`src/rtl/sr_pkg.sv`:
```
// Shared types and the per-channel SR next-state function for the SR register bank.
package sr_pkg;

    // Resolution applied when set and reset are both requested
    typedef enum logic [1:0] {
        SR_HOLD    = 2'd0,
        SR_SET_DOM = 2'd1,
        SR_RST_DOM = 2'd2,
        SR_TOGGLE  = 2'd3
    } sr_mode_e;

    // Next state of one enabled SR channel; never produces X for known inputs
    function automatic logic sr_next(input sr_mode_e mode, input logic q,
                                     input logic s, input logic r);
        logic nxt;
        nxt = q;
        case ({s, r})
            2'b00: nxt = q;
            2'b10: nxt = 1'b1;
            2'b01: nxt = 1'b0;
            2'b11: begin
                case (mode)
                    SR_HOLD:    nxt = q;
                    SR_SET_DOM: nxt = 1'b1;
                    SR_RST_DOM: nxt = 1'b0;
                    SR_TOGGLE:  nxt = ~q;
                    default:    nxt = q;
                endcase
            end
            default: nxt = q;
        endcase
        return nxt;
    endfunction

endpackage

```
`src/rtl/sr_cell.sv`:
```
// One clocked SR channel: state flop, edge-pulse flops and sticky conflict flag.
module sr_cell
    import sr_pkg::*;
#(
    parameter int   CONFLICT_MODE = 0,
    parameter logic RESET_VALUE   = 1'b0
) (
    input  logic clk,
    input  logic rst_n,
    input  logic en,
    input  logic s,
    input  logic r,
    input  logic conflict_clr,
    output logic q,
    output logic qbar,
    output logic rise,
    output logic fall,
    output logic conflict,
    output logic conflict_sticky
);

    localparam sr_mode_e MODE = sr_mode_e'(CONFLICT_MODE[1:0]);

    logic r_q;
    logic r_rise;
    logic r_fall;
    logic r_sticky;
    logic w_q_next;
    logic w_conflict;

    // Conflicts only count while the bank is enabled, in every mode
    assign w_conflict = en & s & r;
    assign w_q_next   = en ? sr_next(MODE, r_q, s, r) : r_q;

    // State, edge pulses and sticky flag; reset load itself yields no pulse
    always_ff @(posedge clk) begin
        if (!rst_n) begin
            r_q      <= RESET_VALUE;
            r_rise   <= 1'b0;
            r_fall   <= 1'b0;
            r_sticky <= 1'b0;
        end else begin
            r_q      <= w_q_next;
            r_rise   <= w_q_next & ~r_q;
            r_fall   <= ~w_q_next & r_q;
            // A new conflict beats a simultaneous write-1-to-clear
            r_sticky <= w_conflict | (r_sticky & ~conflict_clr);
        end
    end

    assign q               = r_q;
    assign qbar            = ~r_q;
    assign rise            = r_rise;
    assign fall            = r_fall;
    assign conflict        = w_conflict;
    assign conflict_sticky = r_sticky;

endmodule

```
`src/rtl/sr_register_bank.sv`:
```
// Bank of WIDTH clocked SR flip-flops with shared enable/reset and a
// saturating count of enabled cycles in which any channel saw S=R=1.
module sr_register_bank
    import sr_pkg::*;
#(
    parameter int               WIDTH         = 8,
    parameter int               CONFLICT_MODE = 0,
    parameter logic [WIDTH-1:0] RESET_VALUE   = '0,
    parameter int               CNT_W         = 8
) (
    input  logic             clk,
    input  logic             rst_n,
    input  logic             en,
    input  logic [WIDTH-1:0] s,
    input  logic [WIDTH-1:0] r,
    output logic [WIDTH-1:0] q,
    output logic [WIDTH-1:0] qbar,
    output logic [WIDTH-1:0] rise,
    output logic [WIDTH-1:0] fall,
    output logic [WIDTH-1:0] conflict_sticky,
    input  logic [WIDTH-1:0] conflict_clr,
    output logic [CNT_W-1:0] conflict_cnt,
    input  logic             cnt_clr
);

    if (CONFLICT_MODE < 0 || CONFLICT_MODE > 3) begin : g_bad_mode
        $error("sr_register_bank: CONFLICT_MODE must be 0..3");
    end
    if (WIDTH < 1) begin : g_bad_width
        $error("sr_register_bank: WIDTH must be at least 1");
    end

    localparam logic [CNT_W-1:0] CNT_MAX = {CNT_W{1'b1}};

    // Saturating increment: holds at all-ones instead of wrapping
    function automatic logic [CNT_W-1:0] sat_inc(input logic [CNT_W-1:0] v);
        return (v == CNT_MAX) ? v : v + 1'b1;
    endfunction

    logic [WIDTH-1:0] w_conflict;
    logic             w_any_conflict;
    logic [CNT_W-1:0] r_cnt;

    for (genvar i = 0; i < WIDTH; i++) begin : g_cell
        sr_cell #(
            .CONFLICT_MODE (CONFLICT_MODE),
            .RESET_VALUE   (RESET_VALUE[i])
        ) u_cell (
            .clk             (clk),
            .rst_n           (rst_n),
            .en              (en),
            .s               (s[i]),
            .r               (r[i]),
            .conflict_clr    (conflict_clr[i]),
            .q               (q[i]),
            .qbar            (qbar[i]),
            .rise            (rise[i]),
            .fall            (fall[i]),
            .conflict        (w_conflict[i]),
            .conflict_sticky (conflict_sticky[i])
        );
    end

    // One count per cycle regardless of how many channels conflict
    assign w_any_conflict = |w_conflict;

    // Conflict counter: clear wins over increment, reset wins over both
    always_ff @(posedge clk) begin
        if (!rst_n) begin
            r_cnt <= '0;
        end else if (cnt_clr) begin
            r_cnt <= '0;
        end else if (w_any_conflict) begin
            r_cnt <= sat_inc(r_cnt);
        end
    end

    assign conflict_cnt = r_cnt;

endmodule

```
`config.mk`:
```
export PLATFORM = sky130hd
export DESIGN_NAME = sr_register_bank
export DESIGN_NICKNAME = d
export VERILOG_FILES = /design/src/rtl/sr_pkg.sv /design/src/rtl/sr_cell.sv /design/src/rtl/sr_register_bank.sv
export SDC_FILE = /design/constraint.sdc
export NUM_CORES = 1
export LEC_CHECK = 0
export CAP_MARGIN = 30
export CORE_MARGIN = 4
export CORE_UTILIZATION = 44
export DETAILED_ROUTE_END_ITERATION = 8
export PLACE_DENSITY = 0.8
export SYNTH_ARGS = -nofsm -noshare
export SYNTH_HDL_FRONTEND = slang
export SYNTH_SLANG_ARGS = --single-unit
export TNS_END_PERCENT = 100
```
`constraint.sdc`:
```
create_clock -name clk -period 1.4 [get_ports clk]
set_input_delay 0.14 -clock clk [delete_from_list [all_inputs] [get_ports clk]]
set_output_delay 0.14 -clock clk [all_outputs]
set_load 0.1 [all_outputs]
```
==> flow_summary.toml, run 1 <==
[critical_path]
timing.critical_path.cells = "clkdlybuf4s50_1, inv_1, ha_4, or3_1, a21boi_2, and2_1"
slowest_stage = "clkdlybuf4s50_1"
critPathTopFamily = "buffers and inverters"
max_stage_delay_ps = 510
crit_path_start_kind = "primary input"
end_kind = "register"
worstPathMaxFanout = 3
critPathKind = "primary input to register"
crit_arrival_ps = 1610
crit_buf_inv = 2
worstPathRequired_ps = 1640

[global_route]
grt_max_degree = 15
grtUsageTotal = 0.179
grt_pass1_vias = 1700
grt_pass1_wl_mm = 7.61
antenna_found_initial = 0
grt_remaining_overflow = 0

[placed_design]
io_buffer_count = 75
dp_cells = 327
dp_hpwl_mm = 3.85
gp_congestion = 0.812
dpl-instance-area_um2 = 3120

[clocking]
cts_tree = "yes"
htree_levels = 2
clk_path_buf_depth = 2
clockRootBuffer = "clkbuf_8"
cts_hold_buffers = 0
clk_pin_slew_worst_paths_ps = 90
clk_latency_ps = 300
cts_sinks = 40
cts_buffers = 5

[synthesis]
async_flop_share = 0
yosys_register_bits = 40
postSynthNetCount = 268
ys_types = 30
yosys_warnings = 0
syn_area_um2 = 2020
synthFlopType = "dfxtp_1"
syn_area_per_cell_um2 = 8.73
synth_cells = 231
synth-edff-count = 0
ys_seq_area_frac = 0.397

[die]
fp.coreArea_um2 = 4380
initial_utilization = 0.460
die_width_um = 75.7
die_height_um = 75.7
die-area_um2 = 5730
io_pins = 76
num_rows = 24

[drt]
vias = 1687
drc_errors = 0
vias_per_cell = 5.04
drt_iter0_drc = 51
wl_mm = 4.89
ant_nets = 0
wire_per_inst_um = 14.6
drtPass1Iterations = 4

[sta]
fin_setup_tns_ps = 0
period_needed_ps = 1380
min_period_over_period = 0.983
slew_headroom = 0.804
setup_viol = 0
fin_worst_skew_ps = 11.0
finalHoldViolations = 0
rsz0062_at_grt = "true"
fmax_mhz = 727
hold_slack_ps = 187
report.final.slew_viol_count = 0
tightest_slew_ps = 293

[finish]
seqCellArea_um2 = 828
fin_area_um2 = 3280
utilization = 0.749
multi_input_area_um2 = 863
synthToLayoutAreaGrowth_pct = 62.9
fin_nets = 319
stdcell_count = 335
fillers = 291
num_antenna_cells = 0
drive_gt1_frac = 0.318

[power_and_ir_drop]
p_per_area_nw_per_um2 = 928
peakVddDrop_uv = 485
p_leak_uw = 0.00141

[min_path]
hold_path_class = "primary input to register"

[run_status]
status = "finished clean"

[flow_run]
max-cap-violations = 0
per-layer routing:
metal,global-route usage,up-vias,part of all wire
met4,0.0718,0,0.023
met1,0.205,770,0.39
li1,-,845,-
met2,0.311,62,0.52
met3,0.0554,10,0.073
met5,0,-,0
timing repair:
action,in CTS,in global routing
buffers inserted,0,0
pin swaps,0,5
gates resized for setup,2,19
endpoints found under the setup margin,2,12
report_power, final:
part | internal [uW] | switching (uW)
clock network | 347 | 412
logic | 408 | 650
registers | 1170 | 55.4
total | 1930 | 1120
sequential cells by signal (all words and copies together), names as in the netlist:
signal / cells
g_cell.u_cell.rise: 8
g_cell.u_cell.conflict_sticky: 8
g_cell.u_cell.q: 8
conflict_cnt: 8
g_cell.u_cell.fall: 8
cell usage after synthesis (4+ instances only):
library cell  number  area share
ha_1               9       0.056
a22oi_1            4       0.015
o21ai_0           12       0.030
a21boi_0           8       0.030
a21oi_1            6       0.015
or3_1             12       0.037
nand3_1           10       0.025
a21boi_1           6       0.022
nand2b_1           9       0.028
dfxtp_1           40        0.40
nand2_1           16       0.030
nor3_1             9       0.022
buf_4             40        0.15
inv_1             17       0.032
and2_1             9       0.028
tightest hold or removal path: cells and delay by family:
kind / cells / cell delay, ps
compound gates: 1 / 70
buf+inv: 1 / 140
simple gates: 1 / 80
worst paths after layout:
| check | startpoint | end | slack [ps] | cells after the start |
|---|---|---|---|---|
| max reg2reg | conflict_cnt[6] | conflict_cnt[2] | 90 | 5 |
| min | s[0] | g_cell[0].u_cell.conflict_sticky | 190 | 3 |
| min reg2reg | g_cell[5].u_cell.q | g_cell[5].u_cell.fall | 510 | 2 |
| max | s[4] | g_cell[4].u_cell.rise | 20 | 6 |
per-stage QoR:
step                worst slack (ps)  power (uW)
floorplan                      -30.7        1930
global placement                -274        2290
detailed placement              -316        2310
CTS                             15.2        3070
global route                   -9.97        3170
finish                          23.7        3050
layout make-up:
type	instances	area share
clock buffer	5	0.0210
sequential	40	0.252
clock inverter	3	0.00572
multi-input combinational	127	0.263
inverter	18	0.0213
tap	52	0.0198
timing repair buffer	90	0.417
kinds of logic after synthesis:
group,Yosys count,share of synthesized area
and+or+nand+nor,76,0.206
buffers and inverters,64,0.204
AOI/OAI and AO/OA,42,0.137
DFF,40,0.397
adders and majority gates,9,0.0559
placed cells by master, fill, tap and decap left out, types with 8 or more instances in the layout:
master,n
and2_1,9
a21boi_0,8
buf_12,48
buf_4,15
nand2b_1,9
o21ai_0,10
dfxtp_1,32
dlymetal6s2s_1,10
clkdlybuf4s50_1,17
inv_1,17
nor3_1,9
nand2_1,15
or3_1,12
nand3_1,10
Power figures use the tool's default switching activity.
==> inputs of run 2 (changes only) <==
- CORE_MARGIN: 4 -> unset
- SLEW_MARGIN: unset -> 25
==> run 2 against run 1 <==
Clock-buffer cell count is 2 higher; clock power is 3.4% lower; via count is 1.2% higher; maximum frequency is 4.0% higher; flip-flop and latch count stayed put; wire length is 1.7% lower; global-route usage is 2.0 points higher; first-iteration DRC count is 3.9% higher; final cell count is 0.60% lower; sequential power hardly changed.
==> flow_summary.toml, run 2 (synthesized netlist as in run 1, its figures left out) <==
[critical_path]
end_kind = "register"
crit_path_start_kind = "primary input"
slowest_stage = "clkdlybuf4s50_1"
critPathKind = "primary input to register"
max_stage_delay_ps = 540
critPathTopFamily = "buffers and inverters"
crit_arrival_ps = 1540
worstPathMaxFanout = 12
timing.critical_path.cells = "clkdlybuf4s50_1, a22oi_2, nand2_1, nor2_1, buf_4, or3_1, a21oi_1"
worstPathRequired_ps = 1620
crit_buf_inv = 2

[finish]
seqCellArea_um2 = 828
stdcell_count = 333
fillers = 289
fin_nets = 317
multi_input_area_um2 = 882
drive_gt1_frac = 0.324
fin_area_um2 = 3280
synthToLayoutAreaGrowth_pct = 62.9
final_common_cell = "buf_12"
final_cell_mix = "48 x buf_12, 32 x dfxtp_1, 17 x inv_1"
num_antenna_cells = 0

[power_and_ir_drop]
p_leak_uw = 0.00141
p_total_uw = 3020
p_per_area_nw_per_um2 = 921
peakVddDrop_uv = 531

[drt]
drt_iter0_drc = 53
wire_per_inst_um = 14.4
vias_per_cell = 5.13
ant_nets = 0
drc_errors = 0
vias = 1708
drtPass1Iterations = 4
wl_mm = 4.80

[die]
fp.coreArea_um2 = 4380
die-area_um2 = 4860
num_rows = 24
die_width_um = 69.7
io_pins = 76
die_height_um = 69.7
initial_utilization = 0.460

[sta]
slew_headroom = 0.755
finalWorstSetupSlack_ps = 76.8
min_period_over_period = 0.945
report.final.slew_viol_count = 0
hold_slack_ps = 205
period_needed_ps = 1320
fin_worst_skew_ps = 8.67
setup_viol = 0
finalHoldViolations = 0
tightest_slew_ps = 366
fmax_mhz = 756
rsz0062_at_grt = "true"

[global_route]
grt_pass1_vias = 1689
grt_remaining_overflow = 0
grt_pass1_wl_mm = 7.53
grtUsageTotal = 0.199
antenna_found_initial = 0
grt_max_degree = 15

[placed_design]
io_buffer_count = 75
post-place-ws_ps = -310
dpl-instance-area_um2 = 3110
dp_hpwl_mm = 3.64
dp_cells = 325
gp_congestion = 0.825

[clocking]
clk_pin_slew_worst_paths_ps = 80
cts_buffers = 5
cts_sinks = 40
clk_path_buf_depth = 2
cts_setup_buffers = 0
cts_tree = "yes"
htree_levels = 2
cts_hold_buffers = 0
clk_latency_ps = 290
clockRootBuffer = "clkbuf_8"

[min_path]
hold_path_class = "primary input to register"

[flow_run]
max-cap-violations = 0

[run_status]
status = "finished clean"
==> run 2: cell types whose count changed in the layout (fill, tap and decap cells not counted), moves of 2 or more <==
cell / previous run / this run
a22oi_1: 3 / 1
a22oi_2: 1 / 3
buf_4: 15 / 13
clkbuf_1: 0 / 2
==> run 2: per-layer routing <==
| layer | track usage | share of wire | wire length [um] |
|---|---|---|---|
| met1 | 0.200 | 0.39 | 1890 |
| met2 | 0.382 | 0.54 | 2610 |
| met3 | 0.0567 | 0.051 | 243 |
| met4 | 0.0778 | 0.013 | 63 |
| met5 | 0 | 0 | 0 |
==> run 2: layout make-up <==
| cell class | count | share of cell area |
|---|---|---|
| Tap cell | 52 | 0.0198 |
| Timing Repair Buffer | 88 | 0.413 |
| Clock inverter | 1 | 0.00152 |
| Inverter | 18 | 0.0213 |
| Sequential cell | 40 | 0.252 |
| Multi-Input combinational cell | 127 | 0.269 |
| Clock buffer | 7 | 0.0232 |
==> run 2: through the flow <==
step                utilization  setup TNS, ps
finish                    0.749              0
global route              0.749          -38.4
CTS                       0.730              0
detailed placement        0.709          -6380
global placement          0.709          -4960
floorplan                     -          -40.1
==> run 2: what timing repair did <==
item | in CTS | in global routing
pin swaps | 0 | 1
resized for setup | 2 | 26
setup endpoints to repair | 2 | 14
==> run 2: tightest hold or removal path, cell delays in order <==
cell,delay (ps)
dlymetal6s2s_1,150
nand3_1,80
a21boi_0,80
==> run 2: worst paths after layout <==
path                       from                          endpoint  slack, ps  cells past startpoint
max                        r[3]                   conflict_cnt[0]         80                      7
min                        s[0]  g_cell[0].u_cell.conflict_sticky        200                      3
max reg2reg     conflict_cnt[6]                   conflict_cnt[5]         80                      5
min reg2reg  g_cell[2].u_cell.q             g_cell[2].u_cell.fall        510                      2
==> run 2: power breakdown <==
group | switching, uW | internal [uW]
combinational | 654 | 408
sequential | 55.2 | 1170
clock | 384 | 350
